==> src/rtl/uart_dbg_pkg.sv <==
// Shared constants and types for the debug UART bus protocol (initiator and responder).
package uart_dbg_pkg;

   localparam logic [7:0] CMD_READ  = 8'h52;
   localparam logic [7:0] CMD_WRITE = 8'h57;
   localparam logic [7:0] ACK_BYTE  = 8'h4B;

   localparam int unsigned READ_FRAME_LEN  = 5;
   localparam int unsigned WRITE_FRAME_LEN = 10;

   typedef enum logic [1:0] {
      IDLE,
      SEND,
      WAIT_RSP,
      RESPOND
   } dbg_state_t;

endpackage

==> src/rtl/uart_bus_initiator_if.sv <==
// Request/completion port plus the byte streams to and from the UART.
// The master modport is the initiator's view; slave is the environment's view.
interface uart_bus_initiator_if;

   logic        req_valid;
   logic        req_ready;
   logic        req_write;
   logic [31:0] req_addr;
   logic [31:0] req_wdata;
   logic [3:0]  req_wstrb;

   logic        rsp_valid;
   logic        rsp_ready;
   logic [31:0] rsp_rdata;
   logic        rsp_error;

   logic [7:0]  tx_data;
   logic        tx_valid;
   logic        tx_ready;

   logic [7:0]  rx_data;
   logic        rx_valid;
   logic        rx_ready;

   logic        busy;

   modport master (
      input  req_valid, req_write, req_addr, req_wdata, req_wstrb,
      output req_ready,
      output rsp_valid, rsp_rdata, rsp_error,
      input  rsp_ready,
      output tx_data, tx_valid,
      input  tx_ready,
      input  rx_data, rx_valid,
      output rx_ready,
      output busy
   );

   modport slave (
      output req_valid, req_write, req_addr, req_wdata, req_wstrb,
      input  req_ready,
      input  rsp_valid, rsp_rdata, rsp_error,
      output rsp_ready,
      input  tx_data, tx_valid,
      output tx_ready,
      output rx_data, rx_valid,
      input  rx_ready,
      input  busy
   );

endinterface

==> src/rtl/uart_dbg_timeout.sv <==
// Response timeout: loadable down-counter, expiry pulses when enabled at zero.
// Loaded with TIMEOUT_CYCLES-2 so that the wait ends after TIMEOUT_CYCLES
// silent cycles counted from the last byte event.
module uart_dbg_timeout #(
   parameter int unsigned TIMEOUT_CYCLES = 5000000
) (
   input  logic clk,
   input  logic rst,
   input  logic load,
   input  logic clr,
   input  logic en,
   output logic expired
);

   localparam int unsigned W = ($clog2(TIMEOUT_CYCLES) < 1) ? 1 : $clog2(TIMEOUT_CYCLES);

   logic [W-1:0] cnt_q;
   logic [W-1:0] cnt_d;

   // next count: clear has priority over load, then decrement while enabled
   always_comb begin
      cnt_d = cnt_q;
      if (clr) begin
         cnt_d = '0;
      end else if (load) begin
         cnt_d = W'(TIMEOUT_CYCLES - 2);
      end else if (en && (cnt_q != '0)) begin
         cnt_d = cnt_q - 1'b1;
      end
   end

   // count register
   always_ff @(posedge clk) begin
      if (rst) begin
         cnt_q <= '0;
      end else begin
         cnt_q <= cnt_d;
      end
   end

   assign expired = en && (cnt_q == '0);

endmodule

==> src/rtl/uart_bus_initiator.sv <==
// Debug UART bus initiator: turns 32-bit read/write requests into command
// frames on the tx byte stream and collects the rx response into a completion.
//
// state    | meaning
// ---------+---------------------------------------------------------------
// IDLE     | ready for a request, stray rx bytes dropped
// SEND     | shifting frame bytes out, one per tx handshake
// WAIT_RSP | collecting response bytes, timeout running on silence
// RESPOND  | completion offered until rsp_ready, rx held off
module uart_bus_initiator
   import uart_dbg_pkg::*;
#(
   parameter int unsigned TIMEOUT_CYCLES = 5000000
) (
   input  logic                 clk,
   input  logic                 rst,
   uart_bus_initiator_if.master bus
);

   dbg_state_t  state_q,  state_d;
   logic [79:0] frame_q,  frame_d;
   logic        write_q,  write_d;
   logic [3:0]  idx_q,    idx_d;
   logic [1:0]  rxcnt_q,  rxcnt_d;
   logic [31:0] rdata_q,  rdata_d;
   logic        err_q,    err_d;

   logic tmr_load;
   logic tmr_clr;
   logic tmr_en;
   logic tmr_expired;
   logic last_byte;

   uart_dbg_timeout #(
      .TIMEOUT_CYCLES(TIMEOUT_CYCLES)
   ) u_timeout (
      .clk    (clk),
      .rst    (rst),
      .load   (tmr_load),
      .clr    (tmr_clr),
      .en     (tmr_en),
      .expired(tmr_expired)
   );

   assign last_byte = write_q ? (idx_q == 4'(WRITE_FRAME_LEN - 1))
                              : (idx_q == 4'(READ_FRAME_LEN - 1));

   // next-state, datapath updates and handshake outputs
   always_comb begin
      state_d = state_q;
      frame_d = frame_q;
      write_d = write_q;
      idx_d   = idx_q;
      rxcnt_d = rxcnt_q;
      rdata_d = rdata_q;
      err_d   = err_q;

      tmr_load = 1'b0;
      tmr_clr  = 1'b0;
      tmr_en   = 1'b0;

      bus.req_ready = 1'b0;
      bus.tx_valid  = 1'b0;
      bus.rx_ready  = 1'b0;
      bus.rsp_valid = 1'b0;
      bus.busy      = 1'b1;

      case (state_q)
         IDLE: begin
            bus.busy      = 1'b0;
            bus.req_ready = 1'b1;
            bus.rx_ready  = 1'b1;
            if (bus.req_valid) begin
               // frame bytes LSB first: opcode, addr, wdata, strobes
               frame_d = {4'b0000, bus.req_wstrb, bus.req_wdata, bus.req_addr,
                          bus.req_write ? CMD_WRITE : CMD_READ};
               write_d = bus.req_write;
               idx_d   = '0;
               rxcnt_d = '0;
               rdata_d = '0;
               err_d   = 1'b0;
               state_d = SEND;
            end
         end

         SEND: begin
            bus.tx_valid = 1'b1;
            bus.rx_ready = 1'b1;
            if (bus.tx_ready) begin
               frame_d = {8'h00, frame_q[79:8]};
               idx_d   = idx_q + 4'd1;
               if (last_byte) begin
                  tmr_load = 1'b1;
                  rxcnt_d  = '0;
                  state_d  = WAIT_RSP;
               end
            end
         end

         WAIT_RSP: begin
            bus.rx_ready = 1'b1;
            if (bus.rx_valid) begin
               tmr_load = 1'b1;
               if (write_q) begin
                  err_d   = (bus.rx_data != ACK_BYTE);
                  rdata_d = '0;
                  state_d = RESPOND;
               end else begin
                  rdata_d = {bus.rx_data, rdata_q[31:8]};
                  rxcnt_d = rxcnt_q + 2'd1;
                  if (rxcnt_q == 2'd3) begin
                     err_d   = 1'b0;
                     state_d = RESPOND;
                  end
               end
            end else begin
               tmr_en = 1'b1;
               if (tmr_expired) begin
                  err_d   = 1'b1;
                  rdata_d = '0;
                  state_d = RESPOND;
               end
            end
         end

         RESPOND: begin
            bus.rsp_valid = 1'b1;
            if (bus.rsp_ready) begin
               tmr_clr = 1'b1;
               state_d = IDLE;
            end
         end

         default: begin
            state_d = IDLE;
         end
      endcase

      // hold every handshake low while reset is asserted
      if (rst) begin
         bus.req_ready = 1'b0;
         bus.tx_valid  = 1'b0;
         bus.rx_ready  = 1'b0;
         bus.rsp_valid = 1'b0;
         bus.busy      = 1'b0;
      end
   end

   // state and datapath registers
   always_ff @(posedge clk) begin
      if (rst) begin
         state_q <= IDLE;
         frame_q <= '0;
         write_q <= 1'b0;
         idx_q   <= '0;
         rxcnt_q <= '0;
         rdata_q <= '0;
         err_q   <= 1'b0;
      end else begin
         state_q <= state_d;
         frame_q <= frame_d;
         write_q <= write_d;
         idx_q   <= idx_d;
         rxcnt_q <= rxcnt_d;
         rdata_q <= rdata_d;
         err_q   <= err_d;
      end
   end

   assign bus.tx_data   = frame_q[7:0];
   assign bus.rsp_rdata = rdata_q;
   assign bus.rsp_error = err_q;

endmodule

==> src/flat_wrapper.sv <==
// flat-port wrapper written by rule: the top's interface ports become plain ports
module uart_bus_initiator_flat import uart_dbg_pkg::*;
#(
   parameter int unsigned TIMEOUT_CYCLES = 5000000
)
  (clk, rst, bus_req_valid, bus_req_write, bus_req_addr, bus_req_wdata, bus_req_wstrb, bus_req_ready, bus_rsp_valid, bus_rsp_rdata, bus_rsp_error, bus_rsp_ready, bus_tx_data, bus_tx_valid, bus_tx_ready, bus_rx_data, bus_rx_valid, bus_rx_ready, bus_busy);
  uart_bus_initiator_if bus_i ();
  input  logic clk;
  input  logic rst;
  input wire logic [$bits(bus_i.req_valid)-1:0] bus_req_valid;
  input wire logic [$bits(bus_i.req_write)-1:0] bus_req_write;
  input wire logic [$bits(bus_i.req_addr)-1:0] bus_req_addr;
  input wire logic [$bits(bus_i.req_wdata)-1:0] bus_req_wdata;
  input wire logic [$bits(bus_i.req_wstrb)-1:0] bus_req_wstrb;
  output wire logic [$bits(bus_i.req_ready)-1:0] bus_req_ready;
  output wire logic [$bits(bus_i.rsp_valid)-1:0] bus_rsp_valid;
  output wire logic [$bits(bus_i.rsp_rdata)-1:0] bus_rsp_rdata;
  output wire logic [$bits(bus_i.rsp_error)-1:0] bus_rsp_error;
  input wire logic [$bits(bus_i.rsp_ready)-1:0] bus_rsp_ready;
  output wire logic [$bits(bus_i.tx_data)-1:0] bus_tx_data;
  output wire logic [$bits(bus_i.tx_valid)-1:0] bus_tx_valid;
  input wire logic [$bits(bus_i.tx_ready)-1:0] bus_tx_ready;
  input wire logic [$bits(bus_i.rx_data)-1:0] bus_rx_data;
  input wire logic [$bits(bus_i.rx_valid)-1:0] bus_rx_valid;
  output wire logic [$bits(bus_i.rx_ready)-1:0] bus_rx_ready;
  output wire logic [$bits(bus_i.busy)-1:0] bus_busy;
  assign bus_i.req_valid = bus_req_valid;
  assign bus_i.req_write = bus_req_write;
  assign bus_i.req_addr = bus_req_addr;
  assign bus_i.req_wdata = bus_req_wdata;
  assign bus_i.req_wstrb = bus_req_wstrb;
  assign bus_req_ready = bus_i.req_ready;
  assign bus_rsp_valid = bus_i.rsp_valid;
  assign bus_rsp_rdata = bus_i.rsp_rdata;
  assign bus_rsp_error = bus_i.rsp_error;
  assign bus_i.rsp_ready = bus_rsp_ready;
  assign bus_tx_data = bus_i.tx_data;
  assign bus_tx_valid = bus_i.tx_valid;
  assign bus_i.tx_ready = bus_tx_ready;
  assign bus_i.rx_data = bus_rx_data;
  assign bus_i.rx_valid = bus_rx_valid;
  assign bus_rx_ready = bus_i.rx_ready;
  assign bus_busy = bus_i.busy;
  uart_bus_initiator #(.TIMEOUT_CYCLES(TIMEOUT_CYCLES)) u_core (.clk(clk), .rst(rst), .bus(bus_i));
endmodule
==> config.mk <==
export PLATFORM = sky130hd
export DESIGN_NAME = uart_bus_initiator_flat
export DESIGN_NICKNAME = d
export VERILOG_FILES = /design/src/rtl/uart_dbg_pkg.sv /design/src/rtl/uart_bus_initiator_if.sv /design/src/rtl/uart_dbg_timeout.sv /design/src/rtl/uart_bus_initiator.sv /design/src/flat_wrapper.sv
export SDC_FILE = /design/constraint.sdc
export NUM_CORES = 1
export LEC_CHECK = 0
export CELL_PAD_IN_SITES_DETAIL_PLACEMENT = 2
export CELL_PAD_IN_SITES_GLOBAL_PLACEMENT = 2
export CORE_MARGIN = 8
export CORE_UTILIZATION = 30
export CTS_CLUSTER_DIAMETER = 120
export DETAILED_ROUTE_END_ITERATION = 8
export PLACE_DENSITY = 0.85
export SLEW_MARGIN = 20
export SYNTH_ARGS = -nofsm -noshare
export SYNTH_HDL_FRONTEND = slang
export SYNTH_HIERARCHICAL = 1
export SYNTH_SLANG_ARGS = --single-unit
export TNS_END_PERCENT = 5
==> constraint.sdc <==
create_clock -name clk -period 3.2 [get_ports clk]
set_input_delay 0.64 -clock clk [delete_from_list [all_inputs] [get_ports clk]]
set_output_delay 0.64 -clock clk [all_outputs]
set_load 0.01 [all_outputs]
-- After elaboration in Yosys (flattened, before gate mapping)
Cells that the tools add are included.
- multiplexer cells: 54
- add/subtract/negate cells: 3
- reduce and logical (&&, ||, !) cells: 18
- equal/unequal tests: 15
- operator list (kind ; number):
    $mux 80 ; 2
    $pmux 80 s2 ; 1
    $mux 32 ; 4
    $pmux 32 s2 ; 1
    $mux 23 ; 2
    $mux 2 ; 13
    $logic_not 23->1 ; 1
    $mux 1 ; 23
    $reduce_bool 23->1 ; 1
    $sub 23x1->23 const B ; 1
    $reduce_and 6->1 ; 2
    $ne 2x2->1 const B ; 5
    $mux 4 ; 2
    $ne 8x7->1 const B ; 1
    $pmux 2 s4 ; 1
    $pmux 4 s2 ; 1
    $eq 2x2->1 const B ; 3
    $pmux 2 s3 ; 1
    $reduce_and 3->1 ; 2
    $reduce_bool 2->1 ; 3
    $reduce_or 3->1 ; 2
    $add 4x1->4 const B ; 1
    $eq 4x3->1 const B ; 1
    $eq 4x4->1 const B ; 1
    13 further kinds ; 15
- bits in registers: 145
- word-level logic and storage cells: 99
- output and inout port bits: 46

-- Depth between registers and ports, before layout
- depth in word-level cells: 6
- depth in mapped cells: 11
- mapped depth without buffers: 9

-- By module
Netlist, hierarchy kept.
- by module, submodules not included (module ; instances ; area an instance (um^2) ; seq. area each (um^2) ; cells each):
    uart_bus_initiator ; 1 ; 5089.9 ; 2362.3 ; 562
    uart_dbg_timeout ; 1 ; 1303.8 ; 460.4 ; 146

-- Least setup slack after synthesis
No wires, ideal clock.
- path type: register to register
- from: register u_core.u_timeout.cnt_q[6]
- to: register u_core.rdata_q[15] (netlist: u_core/bus.rsp_rdata[15])
- stages on the path, launching flop included: 10
- arrival time: 2546 ps
- path buffers: 3
- slack: 584 ps
- period minus slack after synthesis: 2616 ps
- library setup time: 71 ps
- required time: 3129 ps
- path through: dfxtp_1 > or4_4 > or3_1 > buf_2 > buf_6 > nor3_1 > o221a_2 > clkbuf_1 > nand3_1 > a21oi_1
- cells in the longest elaborated chain, start to end: 4
- RTL lines (item ; line ; text):
    start: declaration ; uart_dbg_timeout.sv:17 ; logic [W-1:0] cnt_q;
    start signal: assignment ; uart_dbg_timeout.sv:37 ; cnt_q <= cnt_d;
    $logic_not 23->1 ; uart_dbg_timeout.sv:41 ; assign expired = en && (cnt_q == '0);
    $logic_and 1x1->1 ; uart_dbg_timeout.sv:41 ;
    via u_core.tmr_expired ; uart_bus_initiator.sv:31 ; logic tmr_expired;
    $ne 3x2->1 (no source line) ; - ;
    $reduce_and 3->1 (no source line) ; - ;
    end signal: assignment ; uart_bus_initiator.sv:165 ; rdata_q <= rdata_d;
    end: declaration ; uart_bus_initiator.sv:25 ; logic [31:0] rdata_q, rdata_d;
The timed path passes the listed nets, and every way through them passes these cells.
A chain may end at the register's enable or synchronous reset.

-- Worst setup path in the final report
- from: register u_core.state_q[1]
- to: output bus_req_ready
- cells in the longest elaborated chain, start to end: 3
- RTL lines (item ; line ; text):
    start: declaration ; uart_bus_initiator.sv:20 ; dbg_state_t state_q, state_d;
    start signal: assignment ; uart_bus_initiator.sv:160 ; state_q <= state_d;
    $logic_not 2->1 ; uart_bus_initiator.sv:68 ; case (state_q)
    $mux 1 ; uart_bus_initiator.sv:68 ;
    $mux 1 ; uart_bus_initiator.sv:140 ; if (rst) begin
    end: declaration ; flat_wrapper.sv:15 ; output wire logic [$bits(bus_i.req_ready)-1:0] bus_req_ready;
Every way passes these cells.

==> run metrics <==
run status finished, final reports clean; DR iter-0 viols 220; final instance area roughly 8500 um^2; share of post-route cells with drive strength above 1 roughly 8%; total grt overflow 0; Synth top cells by count dfxtp_1, nor2_1, mux2i_1, a211oi_1, nand2_1; Starting Density between 30% and 40%; # port buffers between 100 and 150; synth-to-layout area growth 32.5%; Bufs on Longest Clock Path 2; CTS sink count approximately 140; Hold Buf Count CTS 0; worst path arrival time about 2.2 ns; Inst Count DP around 1100; clk_lat worst skew 0.44 ns; CP max FO 10; DR pass1 iterations 6; Synth cell types 50; H-tree depth 4; fmax approximately 350 MHz; final slew viol count 0; Max Cap Viol 0; first-pass GRT wire length approximately 34000 um; overall global routing resource usage 16.6%; Tmin final approximately 2.8 ns; synthesized instance count 708; Filler cells ~2300; FF-to-FF Start u_core/state_q[0]; Top FF cell, synth dfxtp_1; YS warnings 6; drt total wl about 21000 um; Seq/Total Area, Yosys between 40 and 50%; placed cell area approximately 7900 um^2; post-synth top area cell dfxtp_1; vias post-DR about 5600; CP startpoint u_core/state_q[1]; CTS Root Cell clkbuf_16; Synth top area share between 40 and 50%; CTS resizes 0; fin nets between 800 and 900; Post-CTS Setup Bufs 0; mapped cell area between 6000 and 7000 um^2; CTS tree yes; Hold Vio Cnt, Final 0; Worst setup EP type output port; setup TNS 0 ns; #FFs+latches synth ~140; asr flop ratio synth 0%; P per Cell Area 909 nW/um^2; antenna-violating nets left 0; Die X 162 um; setup skew after layout about 0.011 ns; # IOs between 100 and 150; CTS clock-pin slew for the worst setup and hold paths around 0.060 ns; Remaining DRCs 0; pin count of the biggest net entering global routing approximately 130; Slew HR between 40% and 50%; DP HPWL roughly 15000 um; Syn Nets 800; Final setup viols 0; initial antenna violation count 2; drt via density between 5 and 6; Non-Filler Instances about 1100; syn avg cell area about 9 um^2; CTS Buf Count 17; Startpoint Class flop; Max VDD drop roughly 0.00048 V; die footprint around 26000 um^2; CP required between 2 and 3 ns; number of flops mapped to enable cells by yosys 0; top-count cell post-synth dfxtp_1; number of global-route vias before repair between 6000 and 7000; # rows between 50 and 60; Hold Path Class reg2reg; hold path start u_core/bus.rsp_rdata[4]; diode count 0; Tcrit/Tclk final about nine tenths; routed len/inst roughly 19 um; Die Ht approximately 160 um; placer congestion estimate 0.759; core footprint between 20000 and 25000 um^2; Leak Pwr just under 0.003 uW; RSZ-0062 raised after global routing false; CP Class reg2out; worst-margin pin slew 0.838 ns; top cells by area, synth dfxtp_1, mux2i_1, a211oi_1, nor2_1, a21oi_1
[final cells by class]
class / instances / area (um^2) / share of cell area, %
Tap cell: 275 / 344 / 4.06
Clock inverter: 13 / 181 / 2.14
Inverter: 9 / 33.8 / 0.399
Timing Repair Buffer: 143 / 1400 / 16.6
Clock buffer: 19 / 433 / 5.11
Multi-Input combinational cell: 491 / 3250 / 38.4
Sequential cell: 141 / 2820 / 33.3
[report_power, final]
part	leakage [uW]	total, uW	switching, uW	internal (uW)
Clock	0.000297	2090	843	1250
Sequential	0.00115	2570	323	2250
Combinational	0.00153	3040	1870	1170
[kinds of logic after synthesis]
logic type | Yosys count | synth area share, %
flops | 141 | 44.1
simple gates | 242 | 18.4
mux | 67 | 10.5
buf+inv | 76 | 5.32
compound gates | 153 | 17.2
fa+ha+maj | 9 | 1.76
xor+xnor | 20 | 2.74
[worst max-delay path, cell delays in order (launching register included)]
cell	delay, ns
dfxtp_1	0.37
inv_1	0.13
ha_1	0.45
nor2b_1	0.22
clkdlybuf4s50_1	0.60
[placed cells by master (no fill, tap or decap), drive strengths merged, types with 2 or more instances in the layout]
master | Yosys | layout
dfxtp | 141 | 141
clkdlybuf4s50 | 0 | 127
nor2 | 100 | 100
mux2i | 67 | 67
a211oi | 64 | 64
nand2 | 41 | 41
nand3 | 38 | 38
a21oi | 38 | 38
clkbuf | 34 | 19
buf | 33 | 16
inv | 9 | 14
xnor2 | 13 | 13
a22oi | 12 | 12
o21a | 11 | 11
nor4 | 10 | 10
ha | 9 | 9
nor3 | 8 | 8
or3 | 7 | 7
xor2 | 7 | 7
o21ai | 7 | 7
nor2b | 6 | 6
o211ai | 6 | 6
nand4 | 5 | 5
clkinv | 0 | 4
o221a | 4 | 4
or2 | 4 | 4
nand3b | 4 | 4
o2111ai | 4 | 4
or4 | 4 | 4
bufinv | 0 | 3
and2 | 3 | 3
nand2b | 3 | 3
nand4b | 2 | 2
nor4b | 2 | 2
o31ai | 2 | 2
or4b | 2 | 2
o221ai | 2 | 2
[state kept, by name, indices dropped and copies added, names as in the netlist]
signal,cells
u_core/u_timeout/cnt_q,23
u_core/write_q,1
u_core/state_q,2
u_core/frame_q,76
u_core/rxcnt_q,2
u_core/bus.rsp_error,1
u_core/bus.rsp_rdata,32
u_core/idx_q,4
[worst paths after layout]
check / endpoint / slack, ns / depth (start not counted)
setup / recovery: bus_req_ready / 0.36 / 4
hold / removal: u_core/bus.rsp_rdata[4] / 0.46 / 2
setup reg to reg: u_core/bus.rsp_rdata[3] / 0.45 / 10
hold reg to reg: u_core/bus.rsp_rdata[4] / 0.46 / 2
[stage by stage]
stage	worst slack [ns]	hold WS [ns]	utilization (%)	total power (uW)
after floorplan	0.584	0.438	-	4760
after global placement	0.340	0.439	37.5	5500
after detailed placement	0.190	0.453	37.5	5670
after CTS	0.317	0.461	40.4	7830
after global routing	0.211	0.478	40.4	8220
final	0.362	0.458	40.4	7700
[layer usage]
metal	part of all wire [%]	vias to the layer above	track usage (%)
met2	54	80	30.2
met3	4.7	28	5.64
met4	1.5	4	4.92
met5	0.11	-	0
met1	40	2748	17.7
li1	-	2722	-
No activity file was read; power rests on OpenSTA's default activity.
